## config.mk

```make
export PLATFORM = sky130hd
export DESIGN_NAME = alarm_trigger_flat
export DESIGN_NICKNAME = d
export VERILOG_FILES = /design/src/rtl/alarm_pkg.sv /design/src/rtl/alarm_trigger_if.sv /design/src/rtl/button_edge.sv /design/src/rtl/alarm_trigger.sv /design/src/flat_wrapper.sv
export SDC_FILE = /design/constraint.sdc
export NUM_CORES = 1
export LEC_CHECK = 0
export BUFFER_PORTS_ARGS = -buffer_cell sky130_fd_sc_hd__buf_2
export CORE_UTILIZATION = 57
export CTS_CLUSTER_DIAMETER = 150
export DETAILED_ROUTE_END_ITERATION = 8
export MAX_ROUTING_LAYER = met4
export PLACE_DENSITY = 0.8
export SYNTH_ARGS = -nofsm -noshare
export SYNTH_HDL_FRONTEND = slang
export SYNTH_SLANG_ARGS = --single-unit
```

## constraint.sdc

```tcl
create_clock -name clk_100MHz -period 2.4 [get_ports clk_100MHz]
set_input_delay 0.24 -clock clk_100MHz [delete_from_list [all_inputs] [get_ports clk_100MHz]]
set_output_delay 0.24 -clock clk_100MHz [all_outputs]
set_load 0.01 [all_outputs]
```

## src/rtl/alarm_pkg.sv

```systemverilog
// Shared types and constants for the alarm ringing block.
package alarm_pkg;
  typedef enum logic [1:0] {
    IDLE     = 2'd0,
    RINGING  = 2'd1,
    SNOOZE   = 2'd2,
    WAIT_CLR = 2'd3
  } alarm_state_e;

  localparam int DIGIT_W            = 4;
  localparam int HALF_TICKS_PER_SEC = 2;
  localparam int SEC_PER_MIN        = 60;

  typedef logic [DIGIT_W-1:0] bcd_t;

  typedef struct packed {
    bcd_t hr_10;
    bcd_t hr_1;
    bcd_t min_10;
    bcd_t min_1;
  } hhmm_t;
endpackage

```

## src/rtl/alarm_trigger_if.sv

```systemverilog
// Buttons, BCD time/alarm digits and buzzer status between the board and alarm_trigger.
interface alarm_trigger_if;
  import alarm_pkg::*;

  logic       alon;
  logic       stop_btn;
  logic       snooze_btn;
  bcd_t       min_1s, min_10s, hr_1s, hr_10s;
  bcd_t       min_1sa, min_10sa, hr_1sa, hr_10sa;
  logic       alarm1;
  logic       ringing;
  logic       snoozing;
  logic [1:0] snooze_cnt;

  modport master (
    output alon, stop_btn, snooze_btn,
    output min_1s, min_10s, hr_1s, hr_10s,
    output min_1sa, min_10sa, hr_1sa, hr_10sa,
    input  alarm1, ringing, snoozing, snooze_cnt
  );

  modport slave (
    input  alon, stop_btn, snooze_btn,
    input  min_1s, min_10s, hr_1s, hr_10s,
    input  min_1sa, min_10sa, hr_1sa, hr_10sa,
    output alarm1, ringing, snoozing, snooze_cnt
  );
endinterface

```

## src/rtl/button_edge.sv

```systemverilog
// Raw button -> 3-flop synchroniser -> registered one-cycle rising-edge pulse.
module button_edge (
  input  logic clk,
  input  logic reset,
  input  logic btn,
  output logic pulse
);
  logic [2:0] sync;
  logic       last;

  always_ff @(posedge clk) begin
    if (reset) begin
      sync  <= '0;
      last  <= 1'b0;
      pulse <= 1'b0;
    end else begin
      sync  <= {sync[1:0], btn};
      last  <= sync[2];
      pulse <= sync[2] & ~last;
    end
  end
endmodule

```

## src/rtl/alarm_trigger.sv

```systemverilog
// Alarm match detect and ringing FSM (beep, stop, snooze, timeout).
// Snooze support is built only when ALARM_SNOOZE_EN is defined.
module alarm_trigger
  import alarm_pkg::*;
#(
  parameter int TICK_DIV   = 50_000_000,
  parameter int RING_SECS  = 60,
  parameter int SNOOZE_MIN = 5,
  parameter int MAX_SNOOZE = 3
) (
  input  logic            clk_100MHz,
  input  logic            reset,
  alarm_trigger_if.slave  bus
);
  localparam int TICK_W = $clog2(TICK_DIV);
  localparam int RING_W = $clog2(HALF_TICKS_PER_SEC * RING_SECS);
  localparam int SNZ_W  = $clog2(SNOOZE_MIN * SEC_PER_MIN * HALF_TICKS_PER_SEC);

  localparam logic [TICK_W-1:0] TICK_LAST = TICK_W'(TICK_DIV - 1);
  localparam logic [RING_W-1:0] RING_LAST = RING_W'(HALF_TICKS_PER_SEC * RING_SECS - 1);
  localparam logic [SNZ_W-1:0]  SNZ_LAST  = SNZ_W'(SNOOZE_MIN * SEC_PER_MIN * HALF_TICKS_PER_SEC - 1);
  localparam logic [1:0]        MAX_SNZ   = 2'(MAX_SNOOZE);

  // Button lane 0 is stop; lane 1 (snooze) exists only in the snooze build.
`ifdef ALARM_SNOOZE_EN
  localparam int NUM_BTN = 2;
  logic [NUM_BTN-1:0] btn_raw;
  assign btn_raw = {bus.snooze_btn, bus.stop_btn};
`else
  localparam int NUM_BTN = 1;
  logic [NUM_BTN-1:0] btn_raw;
  assign btn_raw = bus.stop_btn;
`endif

  logic [NUM_BTN-1:0] btn_pulse;

  for (genvar gi = 0; gi < NUM_BTN; gi++) begin : g_btn
    button_edge u_btn (
      .clk   (clk_100MHz),
      .reset (reset),
      .btn   (btn_raw[gi]),
      .pulse (btn_pulse[gi])
    );
  end

  logic stop_p, snz_p;
  assign stop_p = btn_pulse[0];
`ifdef ALARM_SNOOZE_EN
  assign snz_p = btn_pulse[1];
`else
  assign snz_p = 1'b0;
`endif

  logic [TICK_W-1:0] tick_q;
  logic              ht;
  assign ht = (tick_q == TICK_LAST);

  hhmm_t now_t, alm_t;
  logic  match, match_q, trig;
  assign now_t = {bus.hr_10s,  bus.hr_1s,  bus.min_10s,  bus.min_1s};
  assign alm_t = {bus.hr_10sa, bus.hr_1sa, bus.min_10sa, bus.min_1sa};
  assign match = bus.alon && (now_t == alm_t);
  assign trig  = match & ~match_q;

  alarm_state_e      state_q, state_d;
  logic [RING_W-1:0] ring_q, ring_d;
  logic [SNZ_W-1:0]  snz_q, snz_d;
  logic [1:0]        cnt_q, cnt_d;
  logic              phase_q, phase_d;
  logic              alarm1_q, alarm1_d;

  always_comb begin
    state_d = state_q;
    ring_d  = ring_q;
    snz_d   = snz_q;
    cnt_d   = cnt_q;
    phase_d = phase_q;
    if (!bus.alon) begin
      state_d = IDLE;
      cnt_d   = '0;
    end else begin
      case (state_q)
        IDLE: if (trig) begin
          state_d = RINGING;
          ring_d  = '0;
          phase_d = 1'b1;
          cnt_d   = '0;
        end
        RINGING: begin
          if (ht) begin
            phase_d = ~phase_q;
            ring_d  = ring_q + 1'b1;
          end
          // stop > snooze > timeout; a snooze past the limit acts as stop
          if (stop_p) state_d = WAIT_CLR;
          else if (snz_p) begin
            if (cnt_q < MAX_SNZ) begin
              state_d = SNOOZE;
              cnt_d   = cnt_q + 1'b1;
              snz_d   = '0;
            end else state_d = WAIT_CLR;
          end else if (ht && ring_q == RING_LAST) state_d = WAIT_CLR;
        end
        SNOOZE: begin
          if (ht) snz_d = snz_q + 1'b1;
          if (stop_p) state_d = WAIT_CLR;
          else if (ht && snz_q == SNZ_LAST) begin
            state_d = RINGING;
            ring_d  = '0;
            phase_d = 1'b1;
          end
        end
        WAIT_CLR: if (!match) state_d = IDLE;
        default:  state_d = IDLE;
      endcase
    end
    alarm1_d = (state_d == RINGING) && phase_d;
  end

  always_ff @(posedge clk_100MHz) begin
    if (reset) begin
      state_q  <= IDLE;
      ring_q   <= '0;
      snz_q    <= '0;
      cnt_q    <= '0;
      phase_q  <= 1'b0;
      alarm1_q <= 1'b0;
      match_q  <= 1'b0;
      tick_q   <= '0;
    end else begin
      state_q  <= state_d;
      ring_q   <= ring_d;
      snz_q    <= snz_d;
      cnt_q    <= cnt_d;
      phase_q  <= phase_d;
      alarm1_q <= alarm1_d;
      match_q  <= match;
      tick_q   <= ht ? '0 : tick_q + 1'b1;
    end
  end

  assign bus.alarm1  = alarm1_q;
  assign bus.ringing = (state_q == RINGING);
`ifdef ALARM_SNOOZE_EN
  assign bus.snoozing   = (state_q == SNOOZE);
  assign bus.snooze_cnt = cnt_q;
`else
  assign bus.snoozing   = 1'b0;
  assign bus.snooze_cnt = 2'b00;
`endif
endmodule

```

## src/flat_wrapper.sv

```systemverilog
// flat-port wrapper written by rule: the top's interface ports become plain ports
module alarm_trigger_flat import alarm_pkg::*;
#(
  parameter int TICK_DIV   = 50_000_000,
  parameter int RING_SECS  = 60,
  parameter int SNOOZE_MIN = 5,
  parameter int MAX_SNOOZE = 3
)
  (clk_100MHz, reset, bus_alon, bus_stop_btn, bus_snooze_btn, bus_min_1s, bus_min_10s, bus_hr_1s, bus_hr_10s, bus_min_1sa, bus_min_10sa, bus_hr_1sa, bus_hr_10sa, bus_alarm1, bus_ringing, bus_snoozing, bus_snooze_cnt);
  alarm_trigger_if bus_i ();
  input  logic clk_100MHz;
  input  logic reset;
  input wire logic [$bits(bus_i.alon)-1:0] bus_alon;
  input wire logic [$bits(bus_i.stop_btn)-1:0] bus_stop_btn;
  input wire logic [$bits(bus_i.snooze_btn)-1:0] bus_snooze_btn;
  input wire logic [$bits(bus_i.min_1s)-1:0] bus_min_1s;
  input wire logic [$bits(bus_i.min_10s)-1:0] bus_min_10s;
  input wire logic [$bits(bus_i.hr_1s)-1:0] bus_hr_1s;
  input wire logic [$bits(bus_i.hr_10s)-1:0] bus_hr_10s;
  input wire logic [$bits(bus_i.min_1sa)-1:0] bus_min_1sa;
  input wire logic [$bits(bus_i.min_10sa)-1:0] bus_min_10sa;
  input wire logic [$bits(bus_i.hr_1sa)-1:0] bus_hr_1sa;
  input wire logic [$bits(bus_i.hr_10sa)-1:0] bus_hr_10sa;
  output wire logic [$bits(bus_i.alarm1)-1:0] bus_alarm1;
  output wire logic [$bits(bus_i.ringing)-1:0] bus_ringing;
  output wire logic [$bits(bus_i.snoozing)-1:0] bus_snoozing;
  output wire logic [$bits(bus_i.snooze_cnt)-1:0] bus_snooze_cnt;
  assign bus_i.alon = bus_alon;
  assign bus_i.stop_btn = bus_stop_btn;
  assign bus_i.snooze_btn = bus_snooze_btn;
  assign bus_i.min_1s = bus_min_1s;
  assign bus_i.min_10s = bus_min_10s;
  assign bus_i.hr_1s = bus_hr_1s;
  assign bus_i.hr_10s = bus_hr_10s;
  assign bus_i.min_1sa = bus_min_1sa;
  assign bus_i.min_10sa = bus_min_10sa;
  assign bus_i.hr_1sa = bus_hr_1sa;
  assign bus_i.hr_10sa = bus_hr_10sa;
  assign bus_alarm1 = bus_i.alarm1;
  assign bus_ringing = bus_i.ringing;
  assign bus_snoozing = bus_i.snoozing;
  assign bus_snooze_cnt = bus_i.snooze_cnt;
  alarm_trigger #(.TICK_DIV(TICK_DIV), .RING_SECS(RING_SECS), .SNOOZE_MIN(SNOOZE_MIN), .MAX_SNOOZE(MAX_SNOOZE)) u_core (.clk_100MHz(clk_100MHz), .reset(reset), .bus(bus_i));
endmodule
```

; ---- Word level (Yosys, flattened, before mapping)
; Index checks and enable logic that the tools add are counted.
; Widths: inputs -> output; s select.
[classes]
addsub = 3
n_eq_ne = 12
muxes = 19
bitwise_logic = 5
n_reduce_logical = 9
[ops]
columns = operator, n
row1 = $mux 7, 4
row2 = $add 26x1->26 const B, 1
row3 = $eq 26x26->1 const B, 1
row4 = $pmux 7 s3, 1
row5 = $eq 16x16->1, 1
row6 = $mux 2, 7
row7 = $add 10x1->10 const B, 1
row8 = $eq 10x10->1 const B, 1
row9 = $pmux 2 s4, 1
row10 = $add 7x1->7 const B, 1
row11 = $eq 7x7->1 const B, 1
row12 = $ne 2x1->1 const B, 3
row13 = $reduce_and 6->1, 1
row14 = $mux 1, 5
row15 = $eq 2x1->1 const B, 2
row16 = $eq 2x2->1 const B, 2
row17 = $logic_and 1x1->1, 4
row18 = $not 1->1, 3
row19 = $pmux 1 s3, 1
row20 = $reduce_and 3->1, 1
row21 = $reduce_bool 3->1, 1
row22 = $and 1x1->1, 2
row23 = $logic_not 2->1, 1
row24 = $ne 2x2->1 const B, 1
row25 = $reduce_or 2->1, 1
[word_totals]
reg_bits = 53
in_bits = 37
output_inout_bits = 5
word_cells = 58

; ---- Depth between registers and ports, before layout
; Gate-level depths: netlist of run 1.
[logic_depth]
ltp_word = 8
mapped_depth = 9
ltp_nobuf = 7

; ---- Cells and area by module
; From an unflattened synthesis of run 1, not the netlist that was laid out.
[unflattened]
cells_unflattened = 312
hier_area_um2 = 2697.6
[modules_own_cells]
columns = mod, instances, cells_each, area_each_um2, seq_area_each_um2
row1 = alarm_trigger, 1, 302, 2560.0, 960.9
row2 = button_edge, 1, 10, 137.6, 100.1

; ---- Worst setup path after synthesis of run 1
; No wires, ideal clock.
[synth_timing]
path_type = register -> register
startpoint = reg u_core.tick_q[7]
endpoint = reg u_core.ring_q[1]
setup_ns = 0.072
t_arrival_ns = 2.088
required_ns = 2.328
path_slack_ns = 0.241
path_stages_with_launch = 9
n_path_buf = 2
synth_period_minus_slack_ns = 2.159
cell_sequence = dfxtp_1 -> or4b_4 -> nor4_4 -> and2_1 -> buf_4 -> and3_1 -> buf_4 -> nand3b_2 -> mux2i_1
[synth_between]
elab_chain_len = 4
elab_cells_between_ends = 5
cone_classes = 3 x eq/ne / 2 x reduce/logical
[synth_lines]
columns = element, line_no
row1 = start: declaration, alarm_trigger.sv:54  ; logic [TICK_W-1:0] tick_q;
row2 = start signal: assignment, alarm_trigger.sv:138  ; tick_q <= ht ? '0 : tick_q + 1'b1;
row3 = $eq 26x26->1 *, alarm_trigger.sv:56  ; assign ht = (tick_q == TICK_LAST);
row4 = $logic_and 1x1->1, alarm_trigger.sv:107  ; else if (ht && snz_q == SNZ_LAST) begin
row5 = $ne 2x1->1 (no line), --
row6 = $reduce_and 6->1 (no line) *, --
row7 = end signal: assignment, alarm_trigger.sv:132  ; ring_q <= ring_d;
row8 = end: declaration, alarm_trigger.sv:66  ; logic [RING_W-1:0] ring_q, ring_d;
; Every way passes the cells marked *; elsewhere a longest branch is shown, timed or not.
; A chain may end at the register's enable or synchronous reset.

; ---- Final worst setup path of run 1
[layout_timing]
startpoint = reg u_core.tick_q[7]
endpoint = reg u_core.snz_q[6]
[layout_between]
elab_chain_len = 2
[layout_lines]
columns = element, line_no
row1 = $eq 26x26->1, alarm_trigger.sv:56
row2 = $reduce_and 3->1 (no line), --
row3 = end signal: assignment, alarm_trigger.sv:133  ; snz_q <= snz_d;
row4 = end: declaration, alarm_trigger.sv:67  ; logic [SNZ_W-1:0] snz_q, snz_d;
; Every way passes these cells.

==> results.py, run 1 <==
metrics = {
    "status": {
        "outcome": "finished, final reports clean",
    },
    "placed_design": {
        "place.detailed.instances": 428,
        "port_buffers": 37,
        "final_weighted_congestion_in_routability_driven_placement": 0.818,
        "dpl-instance-area_mm2": 0.00304,
        "place_worst_setup_slack_ns": 0.205,
        "post-dp-hpwl_um": 3910,
    },
    "detailed_routing": {
        "detailedRoute.firstPassIterationCount": 4,
        "avgViaCountPerCell": 5.50,
        "drt_iter0_markers": 78,
        "ant_nets": 0,
        "drc_errors": 0,
        "vias": 2396,
        "route.final.wire_length_um": 5310,
        "wire_per_inst_um": 12.2,
    },
    "power_and_ir_drop": {
        "worst_vdd_drop_v": 0.000406,
        "powerDensity_mw_per_mm2": 483,
        "leakage_nw": 1.16,
    },
    "synth": {
        "yosys_reg_bits": 53,
        "synth_async_sr_flop_share": 0,
        "synthCells": 331,
        "synth.cells.most_frequent": "dfxtp_1 (53), nor2_1 (40), nand2_1 (26)",
        "post_synth_num_cell_types": 50,
        "postSynth.topFlopCell": "dfxtp_1",
        "post-synth-top-count-cell": "dfxtp_1",
        "synth_top_area_share": 0.381,
        "ys_seq_area_frac": 0.381,
        "synthDominantAreaCellType": "dfxtp_1",
        "avgSynthCellArea_um2": 8.40,
        "edff_count_synth": 0,
        "netlist_top_cells_area": "dfxtp_1 (38%), xnor2_1 (7.9%), nor2_1 (5.4%)",
        "netlist_area_mm2": 0.00278,
        "synthesis.yosys.warnings": 0,
    },
    "final_layout": {
        "final_layout_size_suffix_gt1_frac": 0.176,
        "layout.nets": 408,
        "num-fill-cells": 382,
        "antennaDiodeCount": 0,
        "post_layout_nonfiller_instances": 436,
        "area_growth_syn_to_layout_pct": 12.9,
        "final_cell_utilization_of_the_core": 0.665,
        "finalInstanceArea_mm2": 0.00314,
    },
    "worst_setup_path": {
        "critical_path.max_fanout": 6,
        "setup.worst_path.class": "flip-flop to flip-flop",
        "worstPathArrival_ns": 2.40,
        "end_kind": "flip-flop",
        "startpoint_type": "flip-flop",
        "critPathRequiredTime_ns": 2.59,
    },
    "timing": {
        "timing.clock.skew_ns": 0.0128,
        "timing.max_slew.rel_slack": 0.661,
        "setup_viol": 0,
        "fin_crit_ns": 2.21,
        "tightest_slew_ns": 0.509,
        "maxSlewViolCount": 0,
        "fmaxAchievable_mhz": 452,
        "period_share": 0.922,
        "rsz0062_at_grt": "no",
        "finalWorstSetupSlack_ns": 0.188,
        "fin_setup_tns_ns": 0,
        "hold_viol_final": 0,
    },
    "grt": {
        "overflow_left_after_global_routing": 0,
        "via_count_of_the_first_global_routing_pass": 2381,
        "antenna_found_initial": 0,
        "globalRouteTotalUtil": 0.238,
        "grt_pass1_wl_um": 9630,
        "grt_max_degree": 32,
    },
    "clock_network": {
        "clock-root-buffer": "clkbuf_8",
        "cts_tree": "yes",
        "numClockSinks": 53,
        "cts_setup_buffers": 0,
        "clock_tree.buffer_depth": 2,
        "cts-buffers-inserted": 5,
        "htree_num_levels": 2,
        "cts.hold.buffers_added": 0,
        "post_cts_sizing_count": 0,
        "clock_pin_slew_worst_setup_and_hold_paths_ns": 0.09,
        "clk_latency_ns": 0.30,
    },
    "die": {
        "die_height_um": 71.9,
        "starting_density_of_the_core": 0.589,
        "die-area_mm2": 0.00516,
        "cell_row_count": 25,
        "placeableCoreArea_mm2": 0.00472,
        "die_w_um": 71.9,
        "io-pin-count": 42,
    },
    "worst_hold_path": {
        "hp-class": "primary input to flip-flop",
    },
    "flow_run": {
        "cap_viol_max_count": 0,
    },
}
logic make-up (layout without fill, tap and decap cells):
| logic type | Yosys count | after routing | synth area share |
|---|---|---|---|
| AO/OA/AOI/OAI | 43 | 43 | 0.105 |
| XOR/XNOR | 38 | 38 | 0.120 |
| adder cells (fa/ha/maj) | 3 | 3 | 0.0135 |
| buffers and inverters | 23 | 59 | 0.0391 |
| flip-flops | 53 | 53 | 0.381 |
| multiplexers | 3 | 3 | 0.0112 |
| other | 1 | 3 | 0.00135 |
| AND/OR/NAND/NOR | 167 | 167 | 0.328 |
critical path, cell delays in order (launching register included):
cell and delay [ns]:
dfxtp_1 0.36, or4b_4 0.56, nor4_4 0.27, nand4_1 0.27, nor2_1 0.25, nand3_1 0.11, mux2_2 0.28
per-layer routing:
metal	vias to the layer above	GRT usage	part of all wire
met5	-	-	0
met4	0	0.0980	0.015
met3	7	0.0422	0.015
li1	1238	-	-
met2	19	0.423	0.50
met1	1132	0.262	0.47
stage by stage:
stage	total power (W)	hold slack (ns)
final	0.00152	0.148
after global routing	0.00159	0.157
after CTS	0.00153	0.140
after detailed placement	0.00102	0.392
after global placement	0.00102	0.382
after floorplan	0.000981	0.367
cell usage in the layout (no fill, tap or decap), types with 9 or more instances in the layout:
master	netlist	layout
dfxtp_1	53	53
xor2_1	13	13
nand3_1	16	16
a21oi_1	12	12
nor2b_1	9	9
or3_1	10	10
o21ai_0	12	12
nand4_1	17	17
buf_2	3	37
xnor2_1	25	25
and3_1	10	10
nand2_1	26	26
nor2_1	40	40
worst paths after layout:
| path | startpoint | endpoint | slack, ns | cells after the start |
|---|---|---|---|---|
| setup / recovery | u_core.tick_q[7] | u_core.snz_q[6] | 0.19 | 6 |
| hold / removal | bus_stop_btn | u_core.g_btn[0].u_btn.sync[0] | 0.15 | 2 |
| setup reg to reg | u_core.tick_q[7] | u_core.snz_q[6] | 0.19 | 6 |
| hold reg to reg | u_core.g_btn[0].u_btn.last | u_core.g_btn[0].u_btn.pulse | 0.40 | 1 |
sequential cells by signal (all words and copies together), names as in the netlist:
| signal | cells |
|---|---|
| u_core.g_btn.u_btn.last | 1 |
| u_core.phase_q | 1 |
| u_core.snz_q | 10 |
| u_core.tick_q | 26 |
| u_core.bus.alarm1 | 1 |
| u_core.g_btn.u_btn.sync | 3 |
| u_core.state_q | 2 |
| u_core.match_q | 1 |
| u_core.ring_q | 7 |
| u_core.g_btn.u_btn.pulse | 1 |
final cells by class:
type	count	area (um^2)	share of cell area
clock buffers	6	82.6	0.0263
clock inverters	2	13.8	0.00438
inverters	6	22.5	0.00717
multi-input cells	257	1620	0.516
flip-flops and latches	53	1060	0.338
well taps	67	83.8	0.0267
repair buffers	45	258	0.0821
power by group:
group	internal, W	switching, W
clock	0.000234	0.000280
sequential	0.000885	0.00000448
combinational	0.0000562	0.0000568
Note: power is estimated with default switching activity, not from simulation.
==> run 2: changes to the inputs <==
Settings changed: ABC_AREA from default to 1, CORE_UTILIZATION 57 to 58.
==> run 2 against run 1 <==
  * Non-clock buffer count decreased by 6
  * Worst hold slack worse by 0.0098 ns
  * Die area rose by 17%
  * Worst setup slack better by 0.23 ns
==> results.py, run 2 <==
metrics = {
    "status": {
        "outcome": "finished, final reports clean",
    },
    "detailed_routing": {
        "wire_per_inst_um": 11.0,
        "drc_errors": 0,
        "detailedRoute.firstPassIterationCount": 5,
        "route.final.wire_length_um": 6690,
        "ant_nets": 0,
        "drt_iter0_markers": 143,
        "vias": 3080,
        "avgViaCountPerCell": 5.07,
    },
    "final_layout": {
        "area_growth_syn_to_layout_pct": 11.0,
        "post_layout_nonfiller_instances": 608,
        "seqCellArea_mm2": 0.00106,
        "mostFrequentLayoutCell": "nand2_1",
        "register_containing_the_most_flip_flops_in_the_final_layout": "u_core.tick_q",
        "largest_reg_flops": 26,
        "multi_input_area_mm2": 0.00191,
        "num-fill-cells": 508,
        "final_cell_utilization_of_the_core": 0.668,
        "mostFrequentLayoutCells": "nand2_1 (109), inv_1 (70), nor2_1 (70)",
        "layout.nets": 575,
        "antennaDiodeCount": 0,
        "top_regs": "u_core.tick_q x26, u_core.snz_q x10, u_core.ring_q x7",
        "final_layout_size_suffix_gt1_frac": 0.172,
    },
    "timing": {
        "timing.clock.skew_ns": 0.00321,
        "setup_viol": 0,
        "fin_setup_tns_ns": 0,
        "final_hold_slack_ns": 0.139,
        "maxSlewViolCount": 0,
        "rsz0062_at_grt": "no",
        "timing.max_slew.rel_slack": 0.636,
        "fmaxAchievable_mhz": 504,
        "fin_crit_ns": 1.98,
        "hold_viol_final": 0,
        "tightest_slew_ns": 0.542,
        "period_share": 0.826,
    },
    "grt": {
        "grt_max_degree": 24,
        "overflow_left_after_global_routing": 0,
        "globalRouteTotalUtil": 0.252,
        "grt_pass1_wl_um": 12100,
        "antenna_found_initial": 0,
        "via_count_of_the_first_global_routing_pass": 2940,
    },
    "die": {
        "cell_row_count": 27,
        "die-area_mm2": 0.00602,
        "placeableCoreArea_mm2": 0.00551,
        "starting_density_of_the_core": 0.601,
        "die_w_um": 77.6,
        "die_height_um": 77.6,
        "io-pin-count": 42,
    },
    "worst_setup_path": {
        "worst_setup_path_endpoint": "u_core.tick_q[20]",
        "critical_path.max_fanout": 6,
        "startpoint_type": "flip-flop",
        "rrSetupSlack_ns": 0.42,
        "reg2reg_depth": 10,
        "r2r-end": "u_core.tick_q[20]",
        "critical_path.startpoint": "u_core.tick_q[0]",
        "setup.worst_path.class": "flip-flop to flip-flop",
        "crit-reg2reg-launch": "u_core.tick_q[0]",
        "worstPathArrival_ns": 2.19,
        "end_kind": "flip-flop",
        "critPathRequiredTime_ns": 2.61,
    },
    "synth": {
        "yosys_reg_bits": 53,
        "synthesis.yosys.warnings": 0,
        "avgSynthCellArea_um2": 6.68,
        "postSynth.topFlopCell": "dfxtp_1",
        "synth.cells.most_frequent": "nand2_1 (109), inv_1 (70), nor2_1 (70)",
        "post_synth_num_cell_types": 36,
        "ys_seq_area_frac": 0.320,
        "synthCells": 496,
        "edff_count_synth": 0,
        "synth_async_sr_flop_share": 0,
        "netlist_top_cells_area": "dfxtp_1 (32%), nand2_1 (12%), inv_1 (7.9%)",
        "synthDominantAreaCellType": "dfxtp_1",
        "netlist_area_mm2": 0.00331,
        "post-synth-top-count-cell": "nand2_1",
        "synth_top_area_share": 0.320,
    },
    "flow_run": {
        "cap_viol_max_count": 0,
    },
    "clock_network": {
        "cts_setup_buffers": 0,
        "cts.hold.buffers_added": 0,
        "cts_tree": "yes",
        "clk_latency_ns": 0.31,
        "clock_tree.buffer_depth": 2,
        "htree_num_levels": 2,
        "clock_pin_slew_worst_setup_and_hold_paths_ns": 0.09,
        "numClockSinks": 53,
        "cts-buffers-inserted": 5,
        "post_cts_sizing_count": 0,
        "clock-root-buffer": "clkbuf_8",
    },
    "placed_design": {
        "final_weighted_congestion_in_routability_driven_placement": 0.927,
        "place.detailed.instances": 600,
        "post-dp-hpwl_um": 5190,
        "port_buffers": 37,
    },
    "worst_hold_path": {
        "hp-class": "primary input to flip-flop",
    },
    "power_and_ir_drop": {
        "totalPowerFinal_w": 0.00166,
        "powerDensity_mw_per_mm2": 453,
        "worst_vdd_drop_v": 0.000321,
        "leakage_nw": 1.63,
    },
}
[run 2: area by class of cell]
| cell class | count | area share |
|---|---|---|
| Timing Repair Buffer | 39 | 0.0579 |
| Sequential cell | 53 | 0.289 |
| Tap cell | 72 | 0.0245 |
| Multi-Input combinational cell | 361 | 0.520 |
| Clock inverter | 2 | 0.0102 |
| Clock buffer | 6 | 0.0225 |
| Inverter | 75 | 0.0766 |
[run 2: per-layer routing]
metal / global-route usage / up-vias / share of wire
met5: - / - / 0
met2: 0.452 / 57 / 0.51
met1: 0.284 / 1382 / 0.45
met4: 0.0660 / 0 / 0.0072
met3: 0.0518 / 6 / 0.034
li1: - / 1635 / -
[run 2: worst max-delay path, cell delays in order (launching register included)]
cell and delay [ns]:
dfxtp_1 0.38, ha_1 0.20, nand2_2 0.10, nor2_8 0.15, nand2_1 0.13, nor2_2 0.16
nand4_1 0.16, nor2_1 0.22, nand2_1 0.13, o21ai_0 0.19, a21oi_1 0.06
[run 2: kinds of logic after synthesis]
group,synth area share
AOI/OAI and AO/OA,0.0756
xor gates and xnor gates,0.0555
adders and majority gates,0.0113
buffers and inverters,0.105
DFF,0.320
other,0.00113
and+or+nand+nor,0.431
[run 2: worst min-delay path by stage]
stage,from,end,slack (ns),cells after the start
4_1_cts,bus_stop_btn,u_core.g_btn[0].u_btn.sync[0],0.13,3
3_5_place_dp,u_core.g_btn[0].u_btn.last,u_core.g_btn[0].u_btn.pulse,0.38,1
6_report,bus_stop_btn,u_core.g_btn[0].u_btn.sync[0],0.14,3
5_1_grt,bus_stop_btn,u_core.g_btn[0].u_btn.sync[0],0.13,3
2_1_floorplan,reset,u_core.snz_q[2],0.31,1
3_3_place_gp,u_core.g_btn[0].u_btn.last,u_core.g_btn[0].u_btn.pulse,0.38,1
[run 2: report_power, final]
part | switching, W | internal [W]
registers | 0.00000482 | 0.000886
logic | 0.0000820 | 0.0000581
clock network | 0.000294 | 0.000339
total | 0.000381 | 0.00128
[run 2: per-stage QoR]
| step | cell area, um^2 | worst slack (ns) |
|---|---|---|
| floorplan | 3320 | 0.737 |
| global placement | 3560 | 0.491 |
| detailed placement | 3560 | 0.445 |
| CTS | 3680 | 0.426 |
| global route | 3680 | 0.227 |
| finish | 3680 | 0.418 |
